<file path="src/rtl/logistic_pkg.sv">
// Shared IEEE-754 field layout, logistic-map constants and the float-to-key-byte
// quantiser used by the key extractor.
package logistic_pkg;

  localparam int FP_EXP_BIAS = 127;
  localparam int SIGN_BIT    = 31;
  localparam int EXP_MSB     = 30;
  localparam int EXP_LSB     = 23;
  localparam int MANT_W      = 23;

  localparam logic [31:0] R_3P95     = 32'h407CCCCD;
  localparam logic [31:0] X0_DEFAULT = 32'h3F4A1CAC;

  typedef struct packed {
    logic       err;
    logic [7:0] key;
  } key8_t;

  // floor(x*256) for x in [0,1); exponents 119..126 need a right shift of 16..23
  function automatic key8_t fp_to_key8(input logic [31:0] x);
    logic        s;
    logic [7:0]  e;
    logic [23:0] sig;
    key8_t       r;
    s   = x[SIGN_BIT];
    e   = x[EXP_MSB:EXP_LSB];
    sig = {1'b1, x[MANT_W-1:0]};
    r   = '{err: 1'b0, key: 8'h00};
    if (e == 8'hFF) begin
      r.err = 1'b1;
    end else if (s) begin
      r.err = (e != 8'h00);
    end else if (e >= 8'(FP_EXP_BIAS)) begin
      r.err = 1'b1;
      r.key = 8'hFF;
    end else if (e >= 8'(FP_EXP_BIAS - 8)) begin
      r.key = 8'(sig >> (8'd142 - e));
    end
    return r;
  endfunction

endpackage

</file>
<file path="src/rtl/key_fifo.sv">
// Synchronous key-byte FIFO with a registered head: the output register always
// holds the oldest entry, or zero when the FIFO is empty.
module key_fifo #(
  parameter int DEPTH = 8,
  parameter int WIDTH = 8
) (
  input  logic                     clk,
  input  logic                     rst,
  input  logic                     push,
  input  logic [WIDTH-1:0]         wdata,
  input  logic                     pop,
  output logic [WIDTH-1:0]         head,
  output logic                     full,
  output logic                     empty,
  output logic [$clog2(DEPTH):0]   count
);

  localparam int PTR_W = $clog2(DEPTH);
  localparam logic [PTR_W:0] CNT_ONE  = 1;
  localparam logic [PTR_W:0] CNT_FULL = DEPTH;

  logic [WIDTH-1:0] r_mem [DEPTH];
  logic [PTR_W-1:0] r_wr_ptr;
  logic [PTR_W-1:0] r_rd_ptr;
  logic [PTR_W:0]   r_count;
  logic [WIDTH-1:0] r_head;

  logic             w_do_pop;
  logic             w_do_push;
  logic [PTR_W-1:0] w_rd_nxt;

  assign w_do_pop  = pop & (r_count != '0);
  assign w_do_push = push & ((r_count != CNT_FULL) | w_do_pop);
  assign w_rd_nxt  = r_rd_ptr + 1'b1;

  always_ff @(posedge clk) begin
    if (w_do_push) r_mem[r_wr_ptr] <= wdata;
  end

  // The head register is reloaded with the entry that will be oldest after this edge
  always_ff @(posedge clk or posedge rst) begin
    if (rst) begin
      r_wr_ptr <= '0;
      r_rd_ptr <= '0;
      r_count  <= '0;
      r_head   <= '0;
    end else begin
      if (w_do_push) r_wr_ptr <= r_wr_ptr + 1'b1;
      if (w_do_pop)  r_rd_ptr <= w_rd_nxt;
      r_count <= r_count + {{PTR_W{1'b0}}, w_do_push} - {{PTR_W{1'b0}}, w_do_pop};
      if (w_do_pop) begin
        if (r_count == CNT_ONE) r_head <= w_do_push ? wdata : '0;
        else                    r_head <= r_mem[w_rd_nxt];
      end else if (r_count == '0 && w_do_push) begin
        r_head <= wdata;
      end
    end
  end

  assign head  = r_head;
  assign full  = (r_count == CNT_FULL);
  assign empty = (r_count == '0);
  assign count = r_count;

endmodule

</file>
<file path="src/rtl/logistic_key_extractor.sv">
// Converts the logistic-map float sample stream into key bytes: drops the initial
// transient, quantises each sample to floor(x*256) and buffers bytes for the cipher.
module logistic_key_extractor
  import logistic_pkg::*;
#(
  parameter int SKIP  = 16,
  parameter int DEPTH = 8,
  parameter int CNT_W = 16
) (
  input  logic             clk,
  input  logic             rst,
  input  logic             in_valid,
  output logic             in_ready,
  input  logic [31:0]      in_data,
  output logic             out_valid,
  input  logic             out_ready,
  output logic [7:0]       out_byte,
  output logic             range_err,
  output logic [CNT_W-1:0] sample_cnt
);

  localparam int CNT_FW = $clog2(DEPTH) + 1;
  localparam int SKIP_W = (SKIP > 0) ? $clog2(SKIP + 1) : 1;
  localparam logic [SKIP_W-1:0] SKIP_N  = SKIP_W'(SKIP);
  localparam logic [CNT_FW-1:0] DEPTH_N = CNT_FW'(DEPTH);

  logic              r_run;
  logic              r_vld_p1;
  logic [7:0]        r_key_p1;
  logic              r_err_p1;
  logic [SKIP_W-1:0] r_skip_cnt;
  logic              r_range_err;
  logic [CNT_W-1:0]  r_sample_cnt;

  key8_t             w_q;
  logic              w_accept;
  logic              w_skipping;
  logic              w_in_ready;
  logic              w_pop;
  logic              w_fifo_full;
  logic              w_fifo_empty;
  logic [CNT_FW-1:0] w_fifo_count;
  logic [7:0]        w_fifo_head;

  // Reserving a slot for the in-flight byte guarantees the FIFO can never overflow
  assign w_in_ready = r_run & ~w_fifo_full &
                      ((w_fifo_count + {{(CNT_FW-1){1'b0}}, r_vld_p1}) < DEPTH_N);
  assign w_accept   = in_valid & w_in_ready;
  assign w_skipping = (r_skip_cnt < SKIP_N);
  assign w_q        = fp_to_key8(in_data);
  assign w_pop      = out_ready & ~w_fifo_empty;

  // Stage p0 -> p1: decode/quantise the accepted sample, track transient and counters
  always_ff @(posedge clk or posedge rst) begin
    if (rst) begin
      r_run        <= 1'b0;
      r_vld_p1     <= 1'b0;
      r_key_p1     <= '0;
      r_err_p1     <= 1'b0;
      r_skip_cnt   <= '0;
      r_range_err  <= 1'b0;
      r_sample_cnt <= '0;
    end else begin
      r_run    <= 1'b1;
      r_vld_p1 <= w_accept & ~w_skipping;
      r_err_p1 <= w_accept & w_q.err;
      if (w_accept) r_key_p1 <= w_q.key;
      if (w_accept && w_skipping) r_skip_cnt <= r_skip_cnt + 1'b1;
      if (w_accept && r_sample_cnt != '1) r_sample_cnt <= r_sample_cnt + 1'b1;
      r_range_err <= r_range_err | r_err_p1;
    end
  end

  // Stage p1 -> FIFO: the quantised byte lands in the buffer one edge after acceptance
  key_fifo #(
    .DEPTH (DEPTH),
    .WIDTH (8)
  ) u_fifo (
    .clk   (clk),
    .rst   (rst),
    .push  (r_vld_p1),
    .wdata (r_key_p1),
    .pop   (w_pop),
    .head  (w_fifo_head),
    .full  (w_fifo_full),
    .empty (w_fifo_empty),
    .count (w_fifo_count)
  );

  assign in_ready   = w_in_ready;
  assign out_valid  = ~w_fifo_empty;
  assign out_byte   = w_fifo_head;
  assign range_err  = r_range_err;
  assign sample_cnt = r_sample_cnt;

endmodule

</file>
<file path="config.mk">
export PLATFORM = sky130hd
export DESIGN_NAME = logistic_key_extractor
export DESIGN_NICKNAME = d
export VERILOG_FILES = /design/src/rtl/logistic_pkg.sv /design/src/rtl/key_fifo.sv /design/src/rtl/logistic_key_extractor.sv
export SDC_FILE = /design/constraint.sdc
export NUM_CORES = 1
export LEC_CHECK = 0
export BUFFER_PORTS_ARGS = -buffer_cell sky130_fd_sc_hd__buf_2
export CAP_MARGIN = 25
export CORE_MARGIN = 1
export CORE_UTILIZATION = 54
export CTS_CLUSTER_DIAMETER = 40
export DETAILED_ROUTE_END_ITERATION = 8
export GPL_TIMING_DRIVEN = 1
export PLACE_DENSITY_LB_ADDON = 0.2
export SYNTH_ARGS = -nofsm -noshare
export SYNTH_HDL_FRONTEND = slang
export SYNTH_SLANG_ARGS = --single-unit
</file>
<file path="constraint.sdc">
create_clock -name clk -period 2.1 [get_ports clk]
set_input_delay 0.21 -clock clk [delete_from_list [all_inputs] [get_ports clk]]
set_output_delay 0.21 -clock clk [all_outputs]
set_load 0.05 [all_outputs]
</file>
==> results list <==
- FILL cells: 813
- In this run the number of cells on the critical path is 7.
- Mapped Nets: between 500 and 600
* Design Power: about 9.6 mW
- From bottom edge to top edge, the die measures 111 um.
- The flow ran to the end, but the final reports show violations.
- The largest individual stage delay along the critical path comes from the cell nor2_1.
- Fraction of the mapped netlist area in compound gates: 0.133
- Ant. Diodes: 0
- Number of global-route vias before repair: between 4000 and 5000
* Clk_lat worst skew: approximately 0.42 ns
- CP Class: reg -> reg
- In the post-synthesis netlist, the biggest area contributors are edfxtp_1, dfrtp_1, mux4_2.
- I/O Pins: 63
- Number of warnings issued by yosys: 0
- Number of cells produced by synthesis: 525
- STA classifies the critical path endpoint as a register.
- Summed over all instances, the cell type with the most area after synthesis is edfxtp_1.
- Final WS setup: -0.0778 ns
* Worst-path cell chain: inv_2, ha_1, or3b_4, o21ai_2, inv_2, nand2b_1, nor2_1
- The count of nets left with antenna violations once routing finished came out at 0.
- 1st-iter DRT viols: 372
- The smallest clock period supported by the final layout is computed as 2.18 ns.
- Leading cell type by number of instances after synthesis: edfxtp_1
- Most Frequent Cell on Critical Path: inv_2
- Detailed Place HPWL: approximately 11000 um
- Initial core utilization: 0.557
* Antenna violations before repair: 0
- Entering global routing, the biggest net connects 21 pins.
- After detailed routing, the average wire length per cell comes to around 19 um.
* Final setup violation count: 40
* X dimension of the die: 111 um
- Synthesis instantiated between 70 and 80 different standard cells from the library.
- Cell area after technology mapping: approximately 6400 um^2
- For this design the static power due to leakage is between 3 and 4 nW.
- In this run the core area contains 39 standard-cell rows.
- Wires add up to 15000 um.
- Static timing analysis puts the maximum clock frequency at roughly 460 MHz.
- VDD sags by at most 0.737 mV.
- Clock transition at path regs: ~0.05 ns
* Final hold violation count: 0
- Power spread over the standard cell area amounts to 1190 nW/um^2.
* Fin nets: 699
* Fraction of layout instances using a drive strength above 1: 0.384
- Worst reg2reg path startpoint: u_fifo.count[2]$_DFF_PP0_
- The total area inside the core boundary comes to roughly 12000 um^2.
- Routability-driven placement finished with a final weighted congestion of ~0.96.
* Cell area after layout: a little over 8000 um^2
- Across the routed clock network, the largest skew measured is between 0.008 and 0.009 ns.
- Buffers & Inverters on Critical Path: 2
- Clock tree synthesis found a total of roughly 120 sinks.
* # H-tree levels: 4
- The largest single stage delay on the critical path is 0.62 ns.
* Adder and majority gate portion of the synthesized area: 0.0304
- Critical path's top delay family: simple AND/OR/NAND/NOR gates
* CTS Buf Count: 17
- The longest clock path from root to sink contains 2 buffers.
- The most critical setup path has its endpoint at u_fifo.r_mem[6][2]$_DFFE_PP_.
- After synthesis, the largest family of logic cells by area is multiplexers.
* # port buffers: 62
* Origin of the worst setup path: u_fifo.count[2]$_DFF_PP0_
* Simple-gate area share of the yosys netlist: 0.109
- Die outline area: between 10000 and 15000 um^2
- Maximum fanout along the worst path: 8
* Portion of the clock cycle consumed by the worst path in the final layout: 1.04
- CTS root buf: clkbuf_16
- Failing checks: DRC, setup timing
- Grt total ovfl: 0
* Max-Cap Viols: 0
* Commonest cells in the netlist: edfxtp_1, dfrtp_1, nand2_1
* Total global routing track utilization: 0.257
* Share of flip-flops with an asynchronous set or reset after synthesis: 0.443
- First drt pass iteration count: 7
* Worst r2r dst: u_fifo.r_mem[6][2]$_DFFE_PP_
- Arrival time worst endpoint: 2.22 ns
* Number of remaining DRC errors: 2
- The synthesized design contains roughly 120 register bits.
- Max Slew Vio Count: 0
* Seq/Total Area, Yosys: 0.499
* Post-synthesis xor/xnor area fraction: 0.0447
* Transition at the pin with the smallest max-transition slack: between 0.7 and 0.8 ns
- EDFF count, synth: 64
* Number of vias per cell: just under 6
- The share of synthesized area in the top cell type comes to 0.300.
- TritonCTS clock tree: built
* Crit path required time: between 2 and 2.5 ns
- Share of cell area taken by muxes after synthesis: 0.146
- Area added between synthesis and finish: 25.6%
* Global-route wire length before repair: ~24000 um
- Routed vias: between 4000 and 5000
- Setup slack on the worst reg-to-reg path comes out at -0.08 ns.
* Main synth FF type: edfxtp_1
- Worst rel slew slack: 0.491
* Avg Cell Area, Syn: between 10 and 15 um^2
- Setup repair after global routing could not meet its margin everywhere.
* Kind of path behind the tightest hold check: in -> reg
* Placed Area: about 7300 um^2
- For the worst flop-to-flop path, the logic depth is 7.
- Crit path launch type: register
## worst min-delay path by stage
stage | from | end | slack, ns | cells after the start
after global placement | rst | u_fifo.count[2]$_DFF_PP0_ | 0.19 | 2
final | in_data[31] | r_err_p1$_DFF_PP0_ | 0.12 | 2
after global routing | in_data[31] | r_err_p1$_DFF_PP0_ | 0.14 | 2
after floorplan | in_data[31] | r_err_p1$_DFF_PP0_ | 0.32 | 1
after CTS | in_data[31] | r_err_p1$_DFF_PP0_ | 0.09 | 2
after detailed placement | rst | u_fifo.count[2]$_DFF_PP0_ | 0.19 | 2
## cell type report
cell class | instances | area [um^2] | area share
tap | 143 | 179 | 0.0222
clock buffer | 26 | 489 | 0.0607
timing repair buffer | 130 | 868 | 0.108
multi-input combinational | 365 | 3210 | 0.398
inverter | 19 | 76.3 | 0.00948
clock inverter | 6 | 30.0 | 0.00373
sequential | 115 | 3200 | 0.398
## through the flow
stage / instances / setup WS (ns) / TNS [ns] / hold slack (ns) / util
2_1_floorplan: 525 / -0.225 / -0.862 / 0.319 / -
3_3_place_gp: 762 / -0.265 / -3.95 / 0.193 / 0.632
3_5_place_dp: 762 / -0.273 / -8.87 / 0.194 / 0.632
4_1_cts: 795 / -0.0773 / -1.86 / 0.0884 / 0.681
5_1_grt: 804 / -0.182 / -7.72 / 0.143 / 0.699
6_report: 804 / -0.0778 / -1.77 / 0.123 / 0.699
## repair_timing
item,4_1_cts,5_1_grt
hold buffers,1,0
hold endpoints to repair,15,0
resized for setup,11,30
endpoints found under the setup margin,76,81
pin swaps,1,15
setup buffers,0,9
## power by group
group | switching (mW) | internal (mW)
Combinational | 2.10 | 1.59
Clock | 0.938 | 1.58
Sequential | 0.450 | 2.93
Total | 3.49 | 6.11
## cell families after synthesis
| kind of cell | Yosys count |
|---|---|
| xor+xnor | 31 |
| flops | 115 |
| simple gates | 141 |
| mux | 57 |
| buf+inv | 45 |
| compound gates | 120 |
| other cells | 1 |
| fa+ha+maj | 15 |
## routing by layer
layer  part of all wire  wire length (um)  vias to the layer above  track usage
li1                   -                 -                     2241            -
met4              0.032               484                        0        0.116
met5                  0                 0                        -            0
met1               0.41              6200                     2373        0.322
met2               0.52              7750                      143        0.433
met3              0.037               561                       39       0.0481
## sequential cells by signal (all words and copies together), names as in the netlist
signal,cells
r_skip_cnt,5
u_fifo.r_wr_ptr,3
r_run,1
r_key_p1,8
range_err,1
u_fifo.count,4
r_vld_p1,1
u_fifo.r_mem,64
u_fifo.head,8
sample_cnt,16
u_fifo.r_rd_ptr,3
r_err_p1,1
## cells in the final DEF (no fill, tap or decap), types with 12 or more instances in the layout
master	instances
edfxtp_1	64
mux4_2	29
dfrtp_1	46
a21oi_1	38
mux2i_1	23
clkbuf_16	17
buf_2	62
nor2_1	25
xnor2_1	19
buf_4	62
nand2_1	45
o21ai_0	12
No activity file was read; power rests on OpenSTA's default activity.
